## src/rtl/uart_pkg.sv

```systemverilog
// -----------------------------------------------------------------------------
// uart_pkg
// Shared definitions for the UART blocks:
//   - DATA_W       : serial payload width (8 bits)
//   - state_e      : receiver FSM state encoding
//   - clks_per_bit : rounded clock-to-baud ratio
//   - half_bit     : half of a bit period, used to reach mid-bit sampling
// Configuration macro: UART_RX_PARITY_EN adds the ST_PARITY state.
// -----------------------------------------------------------------------------
package uart_pkg;

    localparam int DATA_W = 8;

    typedef enum logic [2:0] {
        ST_IDLE   = 3'd0,
        ST_START  = 3'd1,
        ST_DATA   = 3'd2,
        ST_STOP   = 3'd3,
        ST_BREAK  = 3'd4
`ifdef UART_RX_PARITY_EN
        ,
        ST_PARITY = 3'd5
`endif
    } state_e;

    // Round to the nearest integer ratio rather than truncating.
    function automatic int clks_per_bit(input int clk_freq, input int baud);
        return (clk_freq + baud / 2) / baud;
    endfunction

    function automatic int half_bit(input int cpb);
        return cpb / 2;
    endfunction

endpackage

```

## src/rtl/uart_rx_sync.sv

```systemverilog
// -----------------------------------------------------------------------------
// uart_rx_sync
// Two-flop synchronizer for an asynchronous serial line plus a falling-edge
// detector on the synchronized value. All flops reset to 1 (line idle level)
// so that reset release never produces a spurious falling edge.
// Ports:
//   clk     in   system clock
//   rst     in   asynchronous active-high reset
//   rx_i    in   raw asynchronous serial line
//   rx_s_o  out  synchronized line
//   fall_o  out  one-cycle high when rx_s_o has just gone high-to-low
// -----------------------------------------------------------------------------
module uart_rx_sync (
    input  logic clk,
    input  logic rst,
    input  logic rx_i,
    output logic rx_s_o,
    output logic fall_o
);

    logic meta_q;
    logic sync_q;
    logic prev_q;

    always_ff @(posedge clk or posedge rst) begin
        if (rst) begin
            meta_q <= 1'b1;
            sync_q <= 1'b1;
            prev_q <= 1'b1;
        end else begin
            meta_q <= rx_i;
            sync_q <= meta_q;
            prev_q <= sync_q;
        end
    end

    assign rx_s_o = sync_q;
    assign fall_o = prev_q & ~sync_q;

endmodule

```

## src/rtl/uart_rx.sv

```systemverilog
// -----------------------------------------------------------------------------
// uart_rx
// 8N1 UART receiver (8E1 when UART_RX_PARITY_EN is defined).
// Parameters:
//   CLK_FREQ  system clock frequency in Hz
//   BAUD      serial bit rate in bit/s
// Ports:
//   clk            in   system clock, rising edge
//   rst            in   asynchronous active-high reset
//   rx             in   asynchronous serial line, idle high
//   rx_data        out  last correctly received byte
//   rx_valid       out  one-cycle pulse when rx_data is updated
//   rx_frame_err   out  one-cycle pulse on a bad (low) stop bit
//   rx_parity_err  out  (UART_RX_PARITY_EN only) one-cycle pulse on even-parity
//                       mismatch with a good stop bit; rx_valid is suppressed
//   rx_busy        out  high whenever the FSM is outside IDLE
// Configuration macro: UART_RX_PARITY_EN.
// -----------------------------------------------------------------------------
module uart_rx
    import uart_pkg::*;
#(
    parameter int CLK_FREQ = 12000000,
    parameter int BAUD     = 115200
) (
    input  logic              clk,
    input  logic              rst,
    input  logic              rx,
    output logic [DATA_W-1:0] rx_data,
    output logic              rx_valid,
    output logic              rx_frame_err,
`ifdef UART_RX_PARITY_EN
    output logic              rx_parity_err,
`endif
    output logic              rx_busy
);

    localparam int CPB   = clks_per_bit(CLK_FREQ, BAUD);
    localparam int HALF  = half_bit(CPB);
    localparam int CNT_W = $clog2(CPB);

    // The detection cycle itself counts as the first clock of the half bit,
    // so START ends one count early. Every later sample therefore lands at
    // HALF-1 + k*CPB clocks after detection, and the registered pulse that
    // follows the stop sample appears exactly HALF + 9*CPB clocks after it.
    localparam logic [CNT_W-1:0] START_LAST = CNT_W'(HALF - 2);
    localparam logic [CNT_W-1:0] BIT_LAST   = CNT_W'(CPB - 1);
    localparam logic [2:0]       LAST_BIT   = 3'(DATA_W - 1);

    logic rx_s;
    logic fall;

    uart_rx_sync u_sync (
        .clk    (clk),
        .rst    (rst),
        .rx_i   (rx),
        .rx_s_o (rx_s),
        .fall_o (fall)
    );

    state_e            state_q;
    logic [CNT_W-1:0]  cnt_q;
    logic [CNT_W-1:0]  cnt_d;
    logic [2:0]        bitcnt_q;
    logic [DATA_W-1:0] shift_q;
    logic [DATA_W-1:0] shift_d;
    logic [DATA_W-1:0] rx_data_q;
    logic              valid_q;
    logic              ferr_q;
`ifdef UART_RX_PARITY_EN
    logic              parity_q;
    logic              perr_q;
`endif

    assign cnt_d   = cnt_q + 1'b1;
    // LSB arrives first, so new bits enter at the top and shift down.
    assign shift_d = {rx_s, shift_q[DATA_W-1:1]};

    always_ff @(posedge clk or posedge rst) begin
        if (rst) begin
            state_q   <= ST_IDLE;
            cnt_q     <= '0;
            bitcnt_q  <= '0;
            shift_q   <= '0;
            rx_data_q <= '0;
            valid_q   <= 1'b0;
            ferr_q    <= 1'b0;
`ifdef UART_RX_PARITY_EN
            parity_q  <= 1'b0;
            perr_q    <= 1'b0;
`endif
        end else begin
            valid_q <= 1'b0;
            ferr_q  <= 1'b0;
`ifdef UART_RX_PARITY_EN
            perr_q  <= 1'b0;
`endif
            case (state_q)
                ST_IDLE: begin
                    if (fall) begin
                        state_q <= ST_START;
                        cnt_q   <= '0;
                    end
                end
                ST_START: begin
                    if (cnt_q == START_LAST) begin
                        cnt_q    <= '0;
                        bitcnt_q <= '0;
                        // Line back high at mid start bit: treat as a glitch.
                        state_q  <= rx_s ? ST_IDLE : ST_DATA;
                    end else begin
                        cnt_q <= cnt_d;
                    end
                end
                ST_DATA: begin
                    if (cnt_q == BIT_LAST) begin
                        cnt_q    <= '0;
                        shift_q  <= shift_d;
                        bitcnt_q <= bitcnt_q + 1'b1;
                        if (bitcnt_q == LAST_BIT) begin
`ifdef UART_RX_PARITY_EN
                            state_q <= ST_PARITY;
`else
                            state_q <= ST_STOP;
`endif
                        end
                    end else begin
                        cnt_q <= cnt_d;
                    end
                end
`ifdef UART_RX_PARITY_EN
                ST_PARITY: begin
                    if (cnt_q == BIT_LAST) begin
                        cnt_q    <= '0;
                        parity_q <= rx_s;
                        state_q  <= ST_STOP;
                    end else begin
                        cnt_q <= cnt_d;
                    end
                end
`endif
                ST_STOP: begin
                    if (cnt_q == BIT_LAST) begin
                        cnt_q <= '0;
                        if (rx_s) begin
                            // Returning to IDLE here lets a back-to-back start
                            // bit be caught right after this stop sample.
                            state_q <= ST_IDLE;
`ifdef UART_RX_PARITY_EN
                            if (^{shift_q, parity_q}) begin
                                perr_q <= 1'b1;
                            end else begin
                                rx_data_q <= shift_q;
                                valid_q   <= 1'b1;
                            end
`else
                            rx_data_q <= shift_q;
                            valid_q   <= 1'b1;
`endif
                        end else begin
                            ferr_q  <= 1'b1;
                            state_q <= ST_BREAK;
                        end
                    end else begin
                        cnt_q <= cnt_d;
                    end
                end
                ST_BREAK: begin
                    // Wait out a held-low line; no start detection here.
                    if (rx_s) begin
                        state_q <= ST_IDLE;
                    end
                end
                default: begin
                    state_q <= ST_IDLE;
                end
            endcase
        end
    end

    assign rx_data      = rx_data_q;
    assign rx_valid     = valid_q;
    assign rx_frame_err = ferr_q;
`ifdef UART_RX_PARITY_EN
    assign rx_parity_err = perr_q;
`endif
    assign rx_busy      = (state_q != ST_IDLE);

endmodule

```

## config.mk

```make
export PLATFORM = sky130hd
export DESIGN_NAME = uart_rx
export DESIGN_NICKNAME = d
export VERILOG_FILES = /design/src/rtl/uart_pkg.sv /design/src/rtl/uart_rx_sync.sv /design/src/rtl/uart_rx.sv
export SDC_FILE = /design/constraint.sdc
export NUM_CORES = 1
export LEC_CHECK = 0
export CELL_PAD_IN_SITES_DETAIL_PLACEMENT = 1
export CELL_PAD_IN_SITES_GLOBAL_PLACEMENT = 2
export CORE_MARGIN = 2
export CORE_UTILIZATION = 40
export CTS_BUF_LIST = sky130_fd_sc_hd__clkbuf_8
export CTS_CLUSTER_SIZE = 25
export DETAILED_ROUTE_END_ITERATION = 7
export HOLD_SLACK_MARGIN = 0.12
export PLACE_DENSITY = 0.88
export RECOVER_POWER = 25
export SYNTH_ARGS = -nofsm -noshare
export SYNTH_HDL_FRONTEND = slang
export SYNTH_HIERARCHICAL = 1
export SYNTH_SLANG_ARGS = --single-unit
```

## constraint.sdc

```tcl
create_clock -name clk -period 2.3 [get_ports clk]
set_input_delay 0.46 -clock clk [delete_from_list [all_inputs] [get_ports clk]]
set_output_delay 0.46 -clock clk [all_outputs]
set_load 0.05 [all_outputs]
```

==> reports/summary.log <==
INFO  run_status     run_status=finished, final reports clean
INFO  logic_synthesis synthFlopType=dfrtp_1
INFO  logic_synthesis syn-cell-area=0.00160mm²
INFO  clocking       cts_hold_buffers=0
INFO  critical_path  critPathCaptureType=output port
INFO  critical_path  crit_path_top_delay_cell=clkdlybuf4s50_1
INFO  sta            timing_max_transition_violations_final=0
INFO  final_layout   filler_cell_count=408
INFO  critical_path  path_max_fanout=2
INFO  place          dp.final_hpwl=2320µm
INFO  grt            grt_usage=0.173
INFO  sta            max_slew_headroom_at_the_worst_pin=0.499
INFO  min_path       hold_path_class=reg2reg
INFO  critical_path  critical_path.max_stage_delay=0.83ns
INFO  clocking       cts_max_path_buffers=2
INFO  logic_synthesis share_of_the_yosys_chip_area_belonging_to_registers=0.535
INFO  clocking       cts.root.buffer_cell=clkbuf_8
INFO  logic_synthesis post_synth_xor_area_fraction=0.0274
INFO  detailed_routing wl=3280µm
INFO  clocking       tritoncts_num_sinks=34
INFO  clocking       tritoncts_clock_tree=done
INFO  place          pre_cts_slack=0.444ns
INFO  sta            finalSetupViolations=0
INFO  logic_synthesis synthSimpleGateAreaFrac=0.170
INFO  detailed_routing drt_pre_antenna_iters=4
INFO  grt            first_pass_grt_wire_length=5580µm
INFO  critical_path  critPathTopFamily=buffers and inverters
INFO  clocking       clk_pin_slew=0.07ns
INFO  final_layout   antenna-diode-count=0
INFO  critical_path  crit_path_cell_trace=clkdlybuf4s50_1
INFO  grt            maximum_number_of_pins_on_one_net_before_global_route_repair=32
INFO  logic_synthesis synth_enable_flop_cells=0
INFO  place          post_place_cells=195
INFO  sta            setup-tns-final=0ns
INFO  logic_synthesis synth-seq-cells=34
INFO  logic_synthesis post_synth_main_area_contributors=dfrtp_1 (49%), mux2_2 (13%), dfstp_2 (4.9%)
INFO  grt            first_global_vias=1215
INFO  critical_path  cp.buffers_inverters=1
INFO  detailed_routing post_drt_wl_per_cell=16.1µm
INFO  critical_path  crit_required=1.84ns
INFO  logic_synthesis yosys_warnings=6
INFO  clocking       cts-htree-levels=2
INFO  logic_synthesis synth_fa_ha_area_frac=0.0313
INFO  logic_synthesis synth.avg_cell_area=11.8µm²
INFO  sta            layout_min_cycle_time=1.94ns
INFO  power_and_ir_drop peakVddDrop=484µV
INFO  logic_synthesis synth-async-reset-ratio=1.00
INFO  final_layout   final-instance-count-excl-fill=203
INFO  logic_synthesis syn_inst=135
INFO  floorplanning  start_util=0.426
INFO  sta            worstMarginPinSlew=0.751ns
INFO  logic_synthesis post_synth_mux_area_share=0.133
INFO  place          gp_routability_congestion=0.773
INFO  final_layout   mostFrequentLayoutCells=dfrtp_1 (31), mux2_2 (18), clkdlybuf4s50_1 (10)
INFO  sta            final_min_period_over_clock_period=0.842
INFO  sta            clock_skew=0.00740ns
INFO  grt            global_route.overflow_total=0
INFO  logic_synthesis synth_top_family_by_area=simple AND/OR/NAND/NOR gates
INFO  clocking       cts_setup_buffers=0
INFO  power_and_ir_drop power_density=914mW/mm²
INFO  floorplanning  ios=14
INFO  grt            grt_antenna_before_repair=0
INFO  power_and_ir_drop p_leak=0.885nW
INFO  final_layout   final_layout_size_suffix_gt1_frac=0.252
INFO  floorplanning  floorplan_die_height=67.2µm
INFO  clocking       cts_made_buffers=5
INFO  logic_synthesis synth.largest_area_cell=dfrtp_1
INFO  detailed_routing detailroute.via_count=1085
INFO  detailed_routing viasPerCell=5.34
INFO  logic_synthesis netlist-cell-type-count=37
INFO  run            drv_cap=0
INFO  logic_synthesis synth_compound_gate_area_share=0.0690
INFO  logic_synthesis syn-num-nets=142
INFO  final_layout   syn_to_final_growth=21.2%
INFO  place          portBuffers=13
INFO  final_layout   layout.nets=161
INFO  critical_path  cp.arrival=1.48ns
INFO  sta            max_freq=0.516GHz
INFO  detailed_routing drt_iter0_markers=48
INFO  floorplanning  design.die.area=0.00451mm²
INFO  clocking       number_of_gates_given_a_new_drive_strength_after_cts=0
INFO  sta            grt_setup_unrepaired=false
INFO  floorplanning  floorplan.die.width=67.2µm
INFO  floorplanning  num_rows=22
INFO  detailed_routing remaining_drc_errors=0
INFO  sta            postLayoutSetupSlackWorst=0.363ns
INFO  critical_path  worstSetupStartpointType=register
INFO  critical_path  critical_path_class=reg2out
INFO  detailed_routing antenna_violating_nets_post_route=0
INFO  floorplanning  design.core.area=0.00374mm²
INFO  clocking       insertion_delay=0.29ns
INFO  final_layout   final_common_cell=dfrtp_1
INFO  logic_synthesis synth_top_area_frac=0.486
INFO  sta            timing.final.hold_violations=0
-- cells by family (layout without fill, tap and decap cells) --
| kind of cell | count (synthesis) | after routing |
|---|---|---|
| DFF | 34 | 34 |
| xor gates and xnor gates | 5 | 5 |
| AOI/OAI and AO/OA | 18 | 18 |
| muxes | 19 | 19 |
| buffers and inverters | 13 | 33 |
| and+or+nand+nor | 42 | 42 |
| adders and majority gates | 4 | 4 |
-- layer usage --
metal / global-route usage / wire length, µm / up-vias / part of all wire
met2: 0.297 / 1690 / 13 / 0.52
li1: - / - / 515 / -
met3: 0.0517 / 87 / 4 / 0.027
met1: 0.205 / 1460 / 553 / 0.44
met4: 0.0612 / 41 / 0 / 0.013
met5: 0 / 0 / - / 0
-- per-stage QoR --
stage	total power [W]	instance area, µm²	hold WS (ns)	util
after floorplan	0.000999	1600	0.345	-
after global placement	0.00107	1790	0.348	0.479
after detailed placement	0.00110	1790	0.350	0.479
after CTS	0.00179	1940	0.360	0.517
after global routing	0.00186	1930	0.370	0.517
final	0.00177	1930	0.362	0.517
-- path summary, 6_finish.rpt --
| check | slack, ns | endpoint | cells past startpoint | startpoint |
|---|---|---|---|---|
| min in group asynchronous | 0.69 | u_sync/meta_q | 2 | rst |
| worst min-delay path | 0.36 | u_sync/rx_s_o | 0 | u_sync/meta_q |
| max in group asynchronous | 0.97 | cnt_q[5] | 3 | rst |
| worst min register to register | 0.36 | u_sync/rx_s_o | 0 | u_sync/meta_q |
| worst max register to register | 0.40 | bitcnt_q[2] | 5 | cnt_q[0] |
| worst max-delay path | 0.36 | rx_data[3] | 1 | rx_data[3] |
-- cell usage after synthesis (3+ instances only) --
cell type and count:
inv_1 7, dfrtp_1 31, nor2b_1 4, dfstp_2 3, nand3_1 3, ha_1 4
a21oi_1 4, nor3_1 6, nand2_1 7, buf_2 3, xnor2_1 5, nor2_1 5
mux2_2 18, o21ai_0 6
-- sequential cells by signal, indices dropped and copies added, names as in the netlist --
name           flops
rx_valid           1
rx_data            8
u_sync/meta_q      1
u_sync/prev_q      1
u_sync/rx_s_o      1
bitcnt_q           3
cnt_q              7
rx_frame_err       1
state_q            3
shift_q            8
-- final cells by class --
class                           instances  area [µm²]  area share
Sequential cell                        34         855       0.442
Multi-Input combinational cell         88         688       0.356
Timing Repair Buffer                   18         163      0.0841
Clock buffer                            6        82.6      0.0427
Clock inverter                          2        60.1      0.0310
Tap cell                               48        60.1      0.0310
Inverter                                7        26.3      0.0136
-- report_power, final --
group	switching [W]	internal, W	total, W
Combinational	0.000181	0.000142	0.000322
Sequential	0.0000905	0.000675	0.000766
Clock	0.000218	0.000462	0.000680
Total	0.000489	0.00128	0.00177
Power figures use the tool's default switching activity.
